`config.mk`:
```
export PLATFORM = sky130hd
export DESIGN_NAME = reset_sequencer
export DESIGN_NICKNAME = d
export VERILOG_FILES = /design/src/rtl/reset_sequencer.sv
export SDC_FILE = /design/constraint.sdc
export NUM_CORES = 1
export LEC_CHECK = 0
export CORE_ASPECT_RATIO = 1.2
export CORE_MARGIN = 4
export CORE_UTILIZATION = 47
export CTS_BUF_LIST = sky130_fd_sc_hd__clkbuf_8
export DETAILED_ROUTE_END_ITERATION = 10
export GPL_ROUTABILITY_DRIVEN = 0
export PLACE_DENSITY = 0.67
export SETUP_SLACK_MARGIN = 0.4
export SLEW_MARGIN = 30
export SYNTH_ARGS = -nofsm -noshare
export SYNTH_HDL_FRONTEND = slang
export SYNTH_SLANG_ARGS = --single-unit
export TNS_END_PERCENT = 100
```
`constraint.sdc`:
```
create_clock -name clk_i -period 7.15 [get_ports clk_i]
set_clock_uncertainty 0.15 [all_clocks]
set_input_delay 1.0725 -clock clk_i [delete_from_list [all_inputs] [get_ports clk_i]]
set_output_delay 1.0725 -clock clk_i [all_outputs]
set_load 0.02 [all_outputs]
```
`src/rtl/reset_sequencer.sv`:
```
// rtl/reset_sequencer.sv - staged reset release with ready handshake, bounded retry and sticky fault
module reset_sequencer #(
    parameter int NUM_STAGES    = 3,
    parameter int STAGE_DELAY   = 16,
    parameter int READY_TIMEOUT = 4096,
    parameter int MAX_RETRY     = 2
) (
    input  logic                  clk_i,
    input  logic                  resetn_i,
    input  logic [NUM_STAGES-1:0] stage_ready_i,
    output logic [NUM_STAGES-1:0] rst_stage_n_o,
    output logic                  seq_done_o,
    output logic                  timeout_err_o,
    output logic [2:0]            fail_stage_o,
    output logic                  busy_o
);

    localparam int CNT_MAX = (STAGE_DELAY > READY_TIMEOUT) ? STAGE_DELAY : READY_TIMEOUT;
    localparam int CW      = $clog2(CNT_MAX);

    localparam logic [CW-1:0] DELAY_LAST   = CW'(STAGE_DELAY - 1);
    localparam logic [CW-1:0] TIMEOUT_LAST = CW'(READY_TIMEOUT - 1);
    localparam logic [2:0]    LAST_IDX     = 3'(NUM_STAGES - 1);
    localparam logic [3:0]    RETRY_MAX    = 4'(MAX_RETRY);

    typedef enum logic [1:0] {
        S_DELAY,
        S_WAIT,
        S_DONE,
        S_FAULT
    } state_t;

    state_t                state;
    logic [2:0]            idx;
    logic [CW-1:0]         cnt;
    logic [3:0]            retry;
    logic [NUM_STAGES-1:0] stage_mask;
    logic                  ready_sel;

    // One-hot of the active stage; only its ready bit is ever looked at.
    assign stage_mask = NUM_STAGES'(1) << idx;
    assign ready_sel  = |(stage_ready_i & stage_mask);

    always_ff @(posedge clk_i or negedge resetn_i) begin
        if (!resetn_i) begin
            state         <= S_DELAY;
            idx           <= '0;
            cnt           <= '0;
            retry         <= '0;
            rst_stage_n_o <= '0;
            seq_done_o    <= 1'b0;
            timeout_err_o <= 1'b0;
            fail_stage_o  <= '0;
            busy_o        <= 1'b1;
        end else begin
            case (state)
                S_DELAY: begin
                    if (cnt == DELAY_LAST) begin
                        rst_stage_n_o <= rst_stage_n_o | stage_mask;
                        cnt           <= '0;
                        state         <= S_WAIT;
                    end else begin
                        cnt <= cnt + 1'b1;
                    end
                end
                S_WAIT: begin
                    // Ready takes priority over a coincident timeout.
                    if (ready_sel) begin
                        if (idx == LAST_IDX) begin
                            seq_done_o <= 1'b1;
                            busy_o     <= 1'b0;
                            state      <= S_DONE;
                        end else begin
                            idx   <= idx + 3'd1;
                            retry <= '0;
                            cnt   <= '0;
                            state <= S_DELAY;
                        end
                    end else if (cnt == TIMEOUT_LAST) begin
                        rst_stage_n_o <= rst_stage_n_o & ~stage_mask;
                        cnt           <= '0;
                        if (retry < RETRY_MAX) begin
                            retry <= retry + 4'd1;
                            state <= S_DELAY;
                        end else begin
                            timeout_err_o <= 1'b1;
                            fail_stage_o  <= idx;
                            busy_o        <= 1'b0;
                            state         <= S_FAULT;
                        end
                    end else begin
                        cnt <= cnt + 1'b1;
                    end
                end
                default: begin
                    // DONE and FAULT are terminal until the next reset.
                end
            endcase
        end
    end

endmodule

```
# ---- Yosys cells after proc, flatten, opt, wreduce, memory -nomap -nowiden
# Cells that the tools add are included.
dict set report word_totals {
  reg_bits 30
  inputBits 5
  output_inout_bits 9
  wordCells 69
}
dict set report op_classes {
  n_addsub 3
  order_cmp 1
  eq_ne 12
  shifts 1
  muxes 23
  bitwise 7
  n_reduce_logical 13
}
# op n
set op_table {}
lappend op_table {{2-to-1 mux 12 bit} 4}
lappend op_table {{case mux 12 bit (2 select lines)} 1}
lappend op_table {{2-to-1 mux 4 bit} 4}
lappend op_table {{AND reduction 4 bit} 4}
lappend op_table {{adder 12 x 1 -> 12 bit (second input constant)} 1}
lappend op_table {{equality test 12 bit (second input constant)} 1}
lappend op_table {{equality test 12 x 4 -> 1 bit (second input constant)} 1}
lappend op_table {{2-to-1 mux 2 bit} 5}
lappend op_table {{!= test 2 bit (second input constant)} 5}
lappend op_table {{2-to-1 mux 3 bit} 3}
lappend op_table {{AND reduction 3 bit} 3}
lappend op_table {{AND 3 bit} 2}
lappend op_table {{!= test 3 bit (second input constant)} 2}
lappend op_table {{case mux 3 bit (2 select lines)} 1}
lappend op_table {{nonzero test 2 bit} 3}
lappend op_table {{adder 4 x 1 -> 4 bit (second input constant)} 1}
lappend op_table {{less-than comparator 4 x 2 -> 1 bit (second input constant)} 1}
lappend op_table {{2-to-1 mux 1 bit} 4}
lappend op_table {{case mux 2 bit (2 select lines)} 1}
lappend op_table {{adder 3 x 1 -> 3 bit (second input constant)} 1}
lappend op_table {{equality test 3 x 2 -> 1 bit (second input constant)} 1}
lappend op_table {{NOT 1 bit} 3}
lappend op_table {{NOT 3 bit} 1}
lappend op_table {{OR 3 bit} 1}
lappend op_table {{6 further kinds} 6}

# ---- Longest topological paths before layout
# Gate-level depths: netlist (run 1).
dict set report depth {
  ltp_word 6
  depth_mapped 8
  ltp_nobuf 7
}

# ---- Worst setup path after synthesis (run 1)
# No wires, ideal clock.
dict set report synth_timing {
  kind {input to register}
  from {in stage_ready_i[2]}
  to {reg cnt[4]}
  setup_time_ps 76
  arrival_time_ps 2441
  t_required_ps 6924
  slack_ps 4482
  cell_stages 6
  n_path_buf 1
  path_cell_list {a222oi_1 > nor4b_1 > or2_0 > buf_6 > or4_1 > o21ai_1}
}
dict set report synth_between {
  elab_chain_cells 4
  word_cells_on_any_way 6
  classes_between {1 x eq/ne; 2 x mux; 1 x bitwise; 2 x reduce/logical}
}
# element line_no
set synth_lines {}
lappend synth_lines {{from (decl)} 10} ;# input logic [NUM_STAGES-1:0] stage_ready_i,
lappend synth_lines {{AND 3 bit (*)} 42} ;# assign ready_sel = |(stage_ready_i & stage_mask);
lappend synth_lines {{OR reduction 3 bit (*)} 42}
lappend synth_lines {{2-to-1 mux 12 bit or != test 3 bit (tied branches)} n/a}
lappend synth_lines {{case mux 12 bit (2 select lines) or AND reduction 2 bit (tied branches)} n/a}
lappend synth_lines {{to (signal assigned)} 63} ;# cnt <= cnt + 1'b1;
lappend synth_lines {{to (signal assigned)} 92} ;# cnt <= cnt + 1'b1;
lappend synth_lines {{to (decl)} 35} ;# logic [CW-1:0] cnt;
# Mark *: on every way between the ends. The rest lies on a longest branch, timed or not.
# A chain may end at the register's enable or synchronous reset.

# ---- Final worst setup path (run 1)
dict set report layout_timing {
  from {in stage_ready_i[2]}
  to {reg fail_stage_o[0]}
}
dict set report layout_between {
  elab_chain_cells 4
}
# element line_no
set layout_lines {}
lappend layout_lines {{AND 3 bit} 42}
lappend layout_lines {{OR reduction 3 bit} 42}
lappend layout_lines {{NOT 1 bit (no line)} n/a}
lappend layout_lines {{AND reduction 4 bit (no line)} n/a}
lappend layout_lines {{to (signal assigned)} 87} ;# fail_stage_o <= idx;
lappend layout_lines {{to (decl)} 14} ;# output logic [2:0] fail_stage_o,
# No other way between the ends.

==> out/results.ini, run 1 <==
[cts]
cts-root-buf = clkbuf_8
cts_setup_buffers = 0
cts_max_path_buffers = 2
cts.sinks = 30
clk_transition_reported_paths_ns = 0.06
cts_htree_levels = 2
postCtsHoldBufs = 0
post_cts_resized = 0
cts_inserted_buffers = 5
clock_latency_ns = 0.28
cts_tree = yes

[pwr]
ir_drop_v = 0.000146
finalPower_mw = 0.312
pwr_density_cell_nw_per_um2 = 170
power.leakage_nw = 0.812

[global_routing]
use_met3_pct = 4.50
grt_busiest_layer = met2
grt_first_pass_wirelength_um = 5640
antenna_found_initial = 0
groute.usage.overall_pct = 16.9
grt_max_degree = 31
grt_use_met1_pct = 20.0
met2_usage_pct = 28.8
gr-total-overflow = 0
grt_pass1_vias = 1260

[sta]
fin_ws_ns = 4.15
period_share_pct = 42.0
fin_setup_tns_ns = 0
fin_crit_ns = 3.00
setup_viol = 0
rsz0062_at_grt = no
clock.fmax_ghz = 0.333
hold_viol = 0
slew_headroom_pct = 55.0
slew_viol_final = 0
tightest_slew_ns = 0.670

[yosys]
yosysTopAreaCell = dfrtp_1
syn_inst = 154
ys_ff_latch = 30
yosysTopAreaCellShare_pct = 46.0
seq_area_frac_synth_pct = 47.7
synth.avg_cell_area_um2 = 10.2
synth_edf_count = 0
syn_area_um2 = 1580
async_reset_ff_share_pct = 100
synthFlopType = dfrtp_1
synth_cell_types = 42
yosys_warnings = 0
syn-num-nets = 165
synthTopCellsByArea = dfrtp_1, o21ai_0, ha_1

[critical_path]
crit_chain = clkdlybuf4s50_1 -> a222oi_1 -> nor2_1 -> nor4_4 -> mux2_2
cp.depth = 5
path_class = in2reg
max_stage_delay_ns = 0.48
r2r_slack_ns = 4.55
crit_buf_inv = 1
worst_path_max_delay_cell = a222oi_1
path_delay_family = simple AND/OR/NAND/NOR gates
endpoint = fail_stage_o[0]$_DFFE_PN0P_
crit_required_ns = 7.16
arrival_ns = 3.01
reg2reg_from = idx[0]$_DFFE_PN0P_
startpoint = stage_ready_i[2]
r2r_cells = 6
path_max_fanout = 8
reg2reg_to = fail_stage_o[0]$_DFFE_PN0P_
end_kind = register
cp-start-kind = input port

[place]
io_buffers = 13
pre_cts_ws_ns = 3.90
dp_hpwl_um = 2350

[floorplanning]
die_h_um = 71.4
fp.dieArea_um2 = 4350
core_um2 = 3140
die_w_um = 60.9
ios = 14
std_cell_rows = 22
initial_core_util_pct = 50.2

[detailed_routing]
drc = 0
wl_per_cell_um = 15.0
drt-initial-drc-count = 80
num_vias = 1260
vias_per_cell = 6.00
drt-total-wl_um = 3160
postRouteAntennaNets = 0
drt_first_pass_iters = 4

[cells_and_area]
final_common_cell = dfrtp_1
nNetsFinal = 184
area_growth_pct = 16.3
fin_util_pct = 58.5
layout_common_cells = dfrtp_1, o21ai_0, clkdlybuf4s50_1
drive_gt1_share_pct = 13.2
antenna_cells = 0

[hold_path]
hold_class = reg2reg

[job]
maxCapViolations = 0

[outcome]
outcome = completed

[cells in the mapped netlist (all sizes together) (2+ instances only)]
master / n
a22o: 7
mux2: 4
ha: 6
or2: 2
inv: 6
or4: 2
nor2b: 3
or3: 2
a21o: 3
and3: 7
and2b: 2
a21oi: 8
nand4: 3
o21ai: 23
o21bai: 2
nor4b: 2
nor3: 4
dfrtp: 29
nor4: 4
nand2: 10
buf: 2
nand3: 4
nor2: 10
[logic make-up (layout without fill, tap and decap cells)]
family	Yosys count	count (layout)	synth area share, %
AOI/OAI and AO/OA	47	47	19.1
xor gates and xnor gates	1	1	0.556
adders and majority gates	6	6	4.76
buffers and inverters	8	28	2.46
DFF	30	30	47.7
muxes	5	5	3.49
and+or+nand+nor	57	57	21.9
[state kept, by name, indices dropped and copies added (netlist names), named ones only]
register,cells
timeout_err_o,1
seq_done_o,1
idx,3
cnt,12
retry,4
state,2
busy_o,1
fail_stage_o,3
[final cells by class]
cell class | count | area, um^2
Clock buffer | 6 | 82.6
Clock inverter | 2 | 8.76
Fill cell | 286 | 1300
Inverter | 6 | 22.5
Multi-Input combinational cell | 116 | 786
Sequential cell | 30 | 752
Tap cell | 36 | 45.0
Timing Repair Buffer | 14 | 138
[power breakdown]
part           internal, mW  switching (mW)
clock                0.0760          0.0609
sequential            0.170               0
combinational       0.00225         0.00349
[through the flow]
| stage | hold slack [ns] | cells | cell area [um^2] |
|---|---|---|---|
| after floorplan | 0.315 | 154 | 1580 |
| after global placement | 0.298 | 202 | 1740 |
| after detailed placement | 0.303 | 202 | 1740 |
| after CTS | 0.313 | 210 | 1830 |
| after global routing | 0.326 | 210 | 1830 |
| final | 0.308 | 210 | 1830 |
[worst reg2reg max path, cell delays in order (launching register included)]
cell and delay [ns]:
dfrtp_1 0.39, inv_1 0.10, ha_1 0.30, a222oi_1 0.50
nor2_1 0.26, nor4_4 0.42, mux2_2 0.37
[metal layers]
metal  wire (um)  share of wire, %
met5           0                 0
met4          24              0.76
met1        1340                42
met3         117               3.7
met2        1670                53
[worst min-delay path by stage]
stage	from	to	slack, ns	cells past startpoint
after floorplan	cnt[1]$_DFFE_PN0P_	cnt[1]$_DFFE_PN0P_	0.31	2
after global placement	busy_o$_DFFE_PN1P_	busy_o$_DFFE_PN1P_	0.30	1
after detailed placement	busy_o$_DFFE_PN1P_	busy_o$_DFFE_PN1P_	0.30	1
after CTS	busy_o$_DFFE_PN1P_	busy_o$_DFFE_PN1P_	0.31	1
after global routing	busy_o$_DFFE_PN1P_	busy_o$_DFFE_PN1P_	0.33	1
final	busy_o$_DFFE_PN1P_	busy_o$_DFFE_PN1P_	0.31	1
Note: power is estimated with default switching activity, not from simulation.
==> run 2: changes to the inputs <==
Clock period 7.15 ns to 2.8 ns, I/O delays scaled along.
==> run 2 against run 1 <==
Compared with the run above: power increased by 150%; via count is 1.3% lower; final cell count rose by 2.4%; largest power group unchanged.
==> out/results.ini, run 2 (synthesis results as in run 1) <==
[global_routing]
antenna_found_initial = 0  ; unchanged
grt_first_pass_wirelength_um = 6220  ; +10%
groute.usage.overall_pct = 19.2  ; +2.3 points
grt_pass1_vias = 1295  ; +2.8%
grt_max_degree = 31  ; unchanged
gr-total-overflow = 0  ; unchanged

[detailed_routing]
drt-initial-drc-count = 48  ; -40%
postRouteAntennaNets = 0  ; unchanged
drc = 0  ; unchanged
vias_per_cell = 5.78  ; -3.6%
wl_per_cell_um = 16.0  ; +6.3%
drt_first_pass_iters = 4  ; unchanged
drt-total-wl_um = 3440  ; +8.8%
num_vias = 1243  ; -1.3%

[sta]
period_share_pct = 82.3
setup_viol = 0  ; unchanged
slew_headroom_pct = 54.5  ; -0.53 points
rsz0062_at_grt = no
slew_viol_final = 0  ; unchanged
hold_slack_ns = 0.311  ; +0.00327 ns
fin_setup_tns_ns = 0  ; unchanged
tightest_slew_ns = 0.678  ; +0.00790 ns
clock.fmax_ghz = 0.434
hold_viol = 0  ; unchanged
fin_crit_ns = 2.31

[pwr]
pwr_density_cell_nw_per_um2 = 406  ; +140%
p_comb_share_pct = 1.9  ; about the same
ir_drop_v = 0.000416  ; +180%
finalPower_mw = 0.769  ; +150%
power_switching_mw = 0.164  ; +160%
p_sw_share_pct = 21.4  ; +0.78 points
pwr-share-seq_pct = 56.4  ; +2.0 points
p_int_mw = 0.604  ; +140%
pwr-share-clk_pct = 41.7  ; -2.1 points
power.leakage_nw = 0.833  ; +2.6%

[cells_and_area]
antenna_cells = 0  ; unchanged
layout_common_cells = dfrtp_1, o21ai_0, clkdlybuf4s50_1
nNetsFinal = 189  ; +2.7%
layoutNonFillerInstCount = 215  ; +2.4%
final_common_cell = dfrtp_1
top_register = cnt
final_cell_area_um2 = 1890  ; +3.2%
drive_gt1_share_pct = 18.4  ; +5.2 points
reg.largest.list = cnt x12, retry x4
area_growth_pct = 20.1
largest_reg_flops = 12  ; unchanged

[floorplanning]
core_um2 = 3140  ; unchanged
std_cell_rows = 22  ; unchanged
ios = 14  ; unchanged
initial_core_util_pct = 50.2  ; unchanged
die_h_um = 71.4  ; unchanged
fp.dieArea_um2 = 4350  ; unchanged
die_w_um = 60.9  ; unchanged

[critical_path]
path_max_fanout = 8  ; unchanged
arrival_ns = 2.32  ; -0.69 ns
end_kind = register
cp-start-kind = register
r2r_cells = 7  ; +1
reg2reg_to = fail_stage_o[2]$_DFFE_PN0P_
reg2reg_from = idx[0]$_DFFE_PN0P_
r2r_slack_ns = 0.49  ; -4.06 ns
crit_required_ns = 2.81  ; -4.35 ns
path_class = reg2reg

[outcome]
outcome = completed

[cts]
cts_htree_levels = 2  ; unchanged
cts.sinks = 30  ; unchanged
cts_tree = yes
cts_inserted_buffers = 5  ; unchanged
cts-root-buf = clkbuf_8
clock_latency_ns = 0.28  ; about the same
clk_transition_reported_paths_ns = 0.06  ; about the same
cts_max_path_buffers = 2  ; unchanged

[hold_path]
whs_path_depth = 1  ; unchanged
hold_path_startpoint = busy_o$_DFFE_PN1P_
hold_path_end = busy_o$_DFFE_PN1P_
hold_class = reg2reg

[place]
io_buffers = 13  ; unchanged
place_area_um2 = 1760  ; +0.86%
dp.cells = 204  ; +0.99%
dp_hpwl_um = 2470  ; +4.9%

[job]
maxCapViolations = 0  ; unchanged

[run 2: cell types whose count changed in the layout (fill, tap and decap cells not counted), sizes merged]
cell and change:
buf +4, inv +2, clkbuf -1, clkinv -1, o211ai +1
[run 2: timing repair]
| item | in CTS | in global routing |
|---|---|---|
| pin swaps | 3 | 2 |
| endpoints found under the setup margin | 16 | 20 |
| gates cloned | 1 | 0 |
| resized for setup | 4 | 6 |
| buffers inserted | 1 | 1 |
| hold buffers | 0 | 0 |
| endpoints found under the hold margin | 0 | 0 |
[run 2: metal layers]
metal / routed length [um] / part of all wire (%) / global-route usage (%)
met4: 80 / 2.3 / 8.92
met2: 1760 / 51 / 29.1
met1: 1480 / 43 / 24.5
met3: 119 / 3.5 / 6.31
met5: 0 / 0 / 0
[run 2: area by class of cell]
type,instances,area [um^2]
clock buffer,5,68.8
clock inverter,3,11.3
fill,277,1240
inverter,6,22.5
multi-input combinational,117,825
sequential,30,753
tap,36,45.0
timing repair buffer,18,168
[run 2: how the worst max path moves through the flow]
stage,start,to
floorplan,idx[0]$_DFFE_PN0P_,cnt[4]$_DFFE_PN0P_
global placement,stage_ready_i[2],fail_stage_o[0]$_DFFE_PN0P_
detailed placement,stage_ready_i[2],fail_stage_o[2]$_DFFE_PN0P_
CTS,idx[0]$_DFFE_PN0P_,cnt[4]$_DFFE_PN0P_
global route,idx[0]$_DFFE_PN0P_,fail_stage_o[2]$_DFFE_PN0P_
finish,idx[0]$_DFFE_PN0P_,fail_stage_o[2]$_DFFE_PN0P_
[run 2: power by group through the flow]
stage	clock network (mW)	logic (mW)	registers [mW]
2_1_floorplan	0	0.000000168	0.442
3_3_place_gp	0	0.0150	0.441
3_5_place_dp	0	0.0155	0.441
4_1_cts	0.335	0.0155	0.434
5_1_grt	0.357	0.0168	0.433
6_report	0.321	0.0146	0.434
[run 2: metrics by stage]
stage / worst slack, ns / utilization [%]
floorplan: 0.509 / -
global placement: 0.213 / 56.0
detailed placement: 0.196 / 56.0
CTS: 0.400 / 59.7
global route: 0.396 / 60.3
finish: 0.495 / 60.3
[run 2: critical path, stage by stage (launching register included)]
cell and delay [ns]:
dfrtp_1 0.40, buf_4 0.15, ha_1 0.22, a222oi_1 0.23, buf_4 0.19, nor2_2 0.08
nor4_4 0.39, mux2_2 0.38
==> RTL edit 1, RTL diff (config.mk and constraints of run 2) <==
Change the parameter `READY_TIMEOUT` from 4096 to 16384.
--- a/src/rtl/reset_sequencer.sv
+++ b/src/rtl/reset_sequencer.sv
@@ -4,3 +4,3 @@
     parameter int STAGE_DELAY   = 16,
-    parameter int READY_TIMEOUT = 4096,
+    parameter int READY_TIMEOUT = 16384,
     parameter int MAX_RETRY     = 2
Formal check against the unedited RTL: no difference found for any inputs over 10 cycles, from zero or initial values and one cycle with resetn_i low; that may be too few to reach the edited logic, so the function may still have changed.
==> RTL edit 1 against run 2 <==
Sequential cell count is 2 higher; cell area is 17% higher; wire length is 17% higher; worst setup slack worse by 0.11 ns; largest cell class unchanged; die area is 8.1% higher; synthesized area grew 9.3%; power rose by 26%; first-iteration DRC count rose by 150%.
==> RTL edit 1: results (changes against run 2) <==
Global route
  • Vias in the first global route: 1460 (+13%)
  • GRT met1 Usage: 17.8% (-6.7 points)
  • Met3 track demand over resource: 5.74% (-0.57 points)
  • Gr usage total: 17.6% (-1.7 points)
  • Largest net degree at the start of global routing: 33 (+6.5%)

Yosys
  • Synth Instances: 170 (+10%)
  • Seq/Total Area, Yosys: 46.6% (-1.1 points)
  • Post-synth cell types: 50 (+19%)
  • Yosys reg bits: 32 (+6.7%)
  • Synth top area cells: dfrtp_1 (45%), ha_1 (4.4%), nand2_1 (4.1%)
  • Syn_nets: 181 (+9.7%)

Cells and area
  • Finished Layout Cells: 242 (+13%)
  • Biggest regs: cnt x14, retry x4
  • Inverters: 8 (+2)
  • Layout non-clock buf frac: 12.6% (+3.7 points)
  • Nets: 215 (+14%)
  • Seq/total area: 36.4% (-3.4 points)
  • Bufs w/o clock: 31 (+13)
  • Comb_multi_in: 126 (+7.7%)
  • Fill count: 276 (-0.36%)
  • Share of cells above drive strength 1: 22.0% (+3.5 points)
  • Clock buffer count: 7 (+2)
  • Layout area overhead: 28.2%
  • Final clock-cell share: 5.72% (+1.5 points)

Pwr
  • Clk pwr: 0.485 mW (+51%)
  • Max IR drop VDD: 0.000320 V (-23%)
  • Clock network fraction of total power: 50.3% (+8.6 points)
  • Leakage Power: 0.977 nW (+17%)
  • Switching share of power: 18.9% (-2.5 points)

Drt
  • Met3 Routed Length: 182 µm (+53%)
  • Routed length per instance: 16.6 µm (+3.8%)
  • Vias/cell: 6.11 (+5.7%)
  • Met2 wire length: 2.16 mm (+23%)
  • Iteration-0 DRC Markers: 118 (+150%)
  • WL met1: 1.59 mm (+7.2%)

Clocking
  • Post-CTS setup buffer count: 0 (-1)

Floorplanning
  • Die width: 63.3 µm (+3.9%)

STA
  • Minimum clock period after layout: 2.41 ns (+0.109 ns)

Hold path
  • Worst Hold End: timeout_err_o
  • Worst Min Path Start: timeout_err_o

Outcome
  • Status: finished clean

Critical path
  • Worst reg2reg path depth: 5 (-2)
  • Worst reg2reg setup slack: 0.39 ns (-0.11 ns)

Placed design
  • Setup WS pre-CTS: 0.248 ns (+0.0528 ns)
-- RTL edit 1: changes by cell type after synthesis, sizes merged, moves of 3 or more --
cell / run 2 / this run
xor2: 0 / 3
and3: 7 / 3
o21ai: 23 / 12
a211oi: 0 / 3
a31oi: 0 / 4
a22o: 7 / 0
a21oi: 8 / 4
nor2: 10 / 6
nand3: 4 / 12
and2: 0 / 3
nand2b: 1 / 4
nand2: 10 / 19
-- RTL edit 1: cell families (layout without fill, tap and decap cells) --
logic type	count (synthesis)	after routing	synth area share (%)
simple gates	72	73	24.5
buf+inv	13	47	4.14
fa+ha+maj	6	6	4.36
mux	6	6	3.78
xor+xnor	4	4	2.03
compound gates	37	37	14.7
flops	32	32	46.6
-- RTL edit 1: worst max-delay path: cells and delay by family, from the launching register on --
kind / cells / cell delay, ns
AOI/OAI and AO/OA: 1 / 0.17
DFF: 1 / 0.43
and+or+nand+nor: 3 / 1.24
muxes: 1 / 0.32
==> RTL edit 2, RTL diff (config.mk and constraints of run 2) <==
Made on the original files. The 4 states of `state_t` get a Gray code encoding in 2 bits.
--- a/src/rtl/reset_sequencer.sv
+++ b/src/rtl/reset_sequencer.sv
@@ -26,6 +26,6 @@
     typedef enum logic [1:0] {
-        S_DELAY,
-        S_WAIT,
-        S_DONE,
-        S_FAULT
+        S_DELAY = 2'b00,
+        S_WAIT  = 2'b01,
+        S_DONE  = 2'b11,
+        S_FAULT = 2'b10
     } state_t;
Behaviour: no difference found for any inputs over 10 cycles, from zero or initial values and one cycle with resetn_i low; not proved beyond that.
==> RTL edit 2 against run 2 <==
Worst setup slack improved by 0.051 ns; wire length up 5.5%; sequential cell count unchanged; synthesized area increased by 6.3%; sequential share of layout area shrank 1.7 points; cell area grew 4.4%; worst hold slack worse by 0.0030 ns; die area rose by 5.6%; utilization is 2.1 points lower; critical path type unchanged.
Power is not compared: it rests on default switching activity, and its combinational part moved more than twofold at a synthesized area within 25%.
==> RTL edit 2: results (changes against run 2) <==
Outcome
  • Status: finished clean

Clocking
  • Clock root buffer: clkbuf_8
  • PostCTS Resize Cnt: 1 (-3)
  • Post-CTS setup buffer count: 0 (-1)

Cells and area
  • Finished Layout Cells: 226 (+5.1%)
  • Share of cells above drive strength 1: 18.0% (-0.45 points)
  • Nets: 199 (+5.3%)
  • Biggest regs: cnt x12, retry x4
  • # diodes: 0 (unchanged)

Yosys
  • Compound-Gate Fraction of Synth Area: 16.8% (-2.3 points)
  • Commonest cells post-synth: dfrtp_1 (29), or3_1 (11), o21ai_0 (10), a21oi_1 (9), nand3_1 (7)
  • Yosys Warn Count: 0 (unchanged)
  • Mux share of post-synthesis cell area: 4.48% (+0.99 points)
  • XOR/XNOR Fraction of Synth Area: 1.57% (+1.0 points)
  • Synth Area per Inst: 9.98 µm² (-2.5%)
  • Seq/Total Area, Yosys: 44.9% (-2.8 points)
  • Syn_nets: 179 (+8.5%)
  • Adder-cell share of the synthesized area: 4.48% (-0.28 points)
  • Post-synth cell types: 48 (+14%)
  • Synth top area cells: dfrtp_1 (43%), ha_1 (4.5%), or3_1 (4.1%)

Placed design
  • Placed cell area: 0.00185 mm² (+5.0%)
  • Placed Cells: 215 (+5.4%)
  • Setup WS pre-CTS: 0.269 ns (+0.0737 ns)
  • Detailed placement HPWL: 2.64 mm (+7.1%)

Drt
  • Iteration-0 DRC Markers: 87 (+81%)
  • Vias/cell: 6.12 (+5.8%)
  • DRT Pass-1 Iters: 6 (+2)
  • Routed wire length: 3.63 mm (+5.5%)

Global route
  • Gr usage total: 17.3% (-2.0 points)
  • Initial antenna violation count: 0 (unchanged)
  • Vias in the first global route: 1378 (+6.4%)
  • First-pass GRT wire length: 6.20 mm (-0.21%)

Critical path
  • Crit-path max FO: 10 (+2)
  • Arrival @ worst endpoint: 2.30 ns (-0.02 ns)

STA
  • Worst slew margin: 58.4% (+3.9 points)

Pwr
  • Total design power: around 0.82 mW
==> RTL edit 2: changes by cell type in the layout (fill, tap and decap cells not counted), sizes merged, moves of 3 or more <==
cell | run 2 | this run
or3 | 2 | 11
nand3 | 4 | 7
and3 | 7 | 1
o21ai | 23 | 12
buf | 5 | 8
nor2 | 10 | 6
a31oi | 0 | 3
a22o | 7 | 0
a22oi | 0 | 4
nand2 | 10 | 6
nor3 | 4 | 7
==> RTL edit 2: cells by family after synthesis <==
logic type	count (synthesis)
AO/OA/AOI/OAI	43
XOR/XNOR	3
adder cells (fa/ha/maj)	6
buffers and inverters	14
flip-flops	30
multiplexers	7
AND/OR/NAND/NOR	65
==> RTL edit 2: path summary, 6_finish.rpt <==
check / depth (start not counted) / from / slack [ns] / end
min: 1 / busy_o / 0.31 / busy_o
max reg2reg: 7 / idx[0] / 0.55 / cnt[5]
min reg2reg: 1 / busy_o / 0.31 / busy_o
max in group asynchronous: 2 / resetn_i / 1.82 / busy_o
min in group asynchronous: 2 / resetn_i / 0.37 / cnt[7]
max: 7 / idx[0] / 0.55 / cnt[5]
==> RTL edit 2: critical path: stages (launching register included) <==
cell,delay (ns)
dfrtp_1,0.38
inv_2,0.07
ha_1,0.20
a222oi_1,0.43
o21ai_1,0.20
buf_4,0.20
or3_1,0.35
a22oi_1,0.18
==> RTL edit 2: cell type report <==
type | count | area, µm²
Clock inverter | 2 | 8.76
Clock buffer | 6 | 82.6
Multi-Input combinational cell | 124 | 873
Inverter | 6 | 22.5
Tap cell | 37 | 46.3
Timing Repair Buffer | 21 | 190
Sequential cell | 30 | 752
Fill cell | 302 | 1420
==> RTL edit 2: routing by layer <==
layer,GRT usage [%],part of all wire [%],vias up
met5,0,0,-
met4,8.58,2.4,0
met3,2.91,2.9,11
met2,30.3,51,25
met1,20.6,43,674
li1,-,-,672
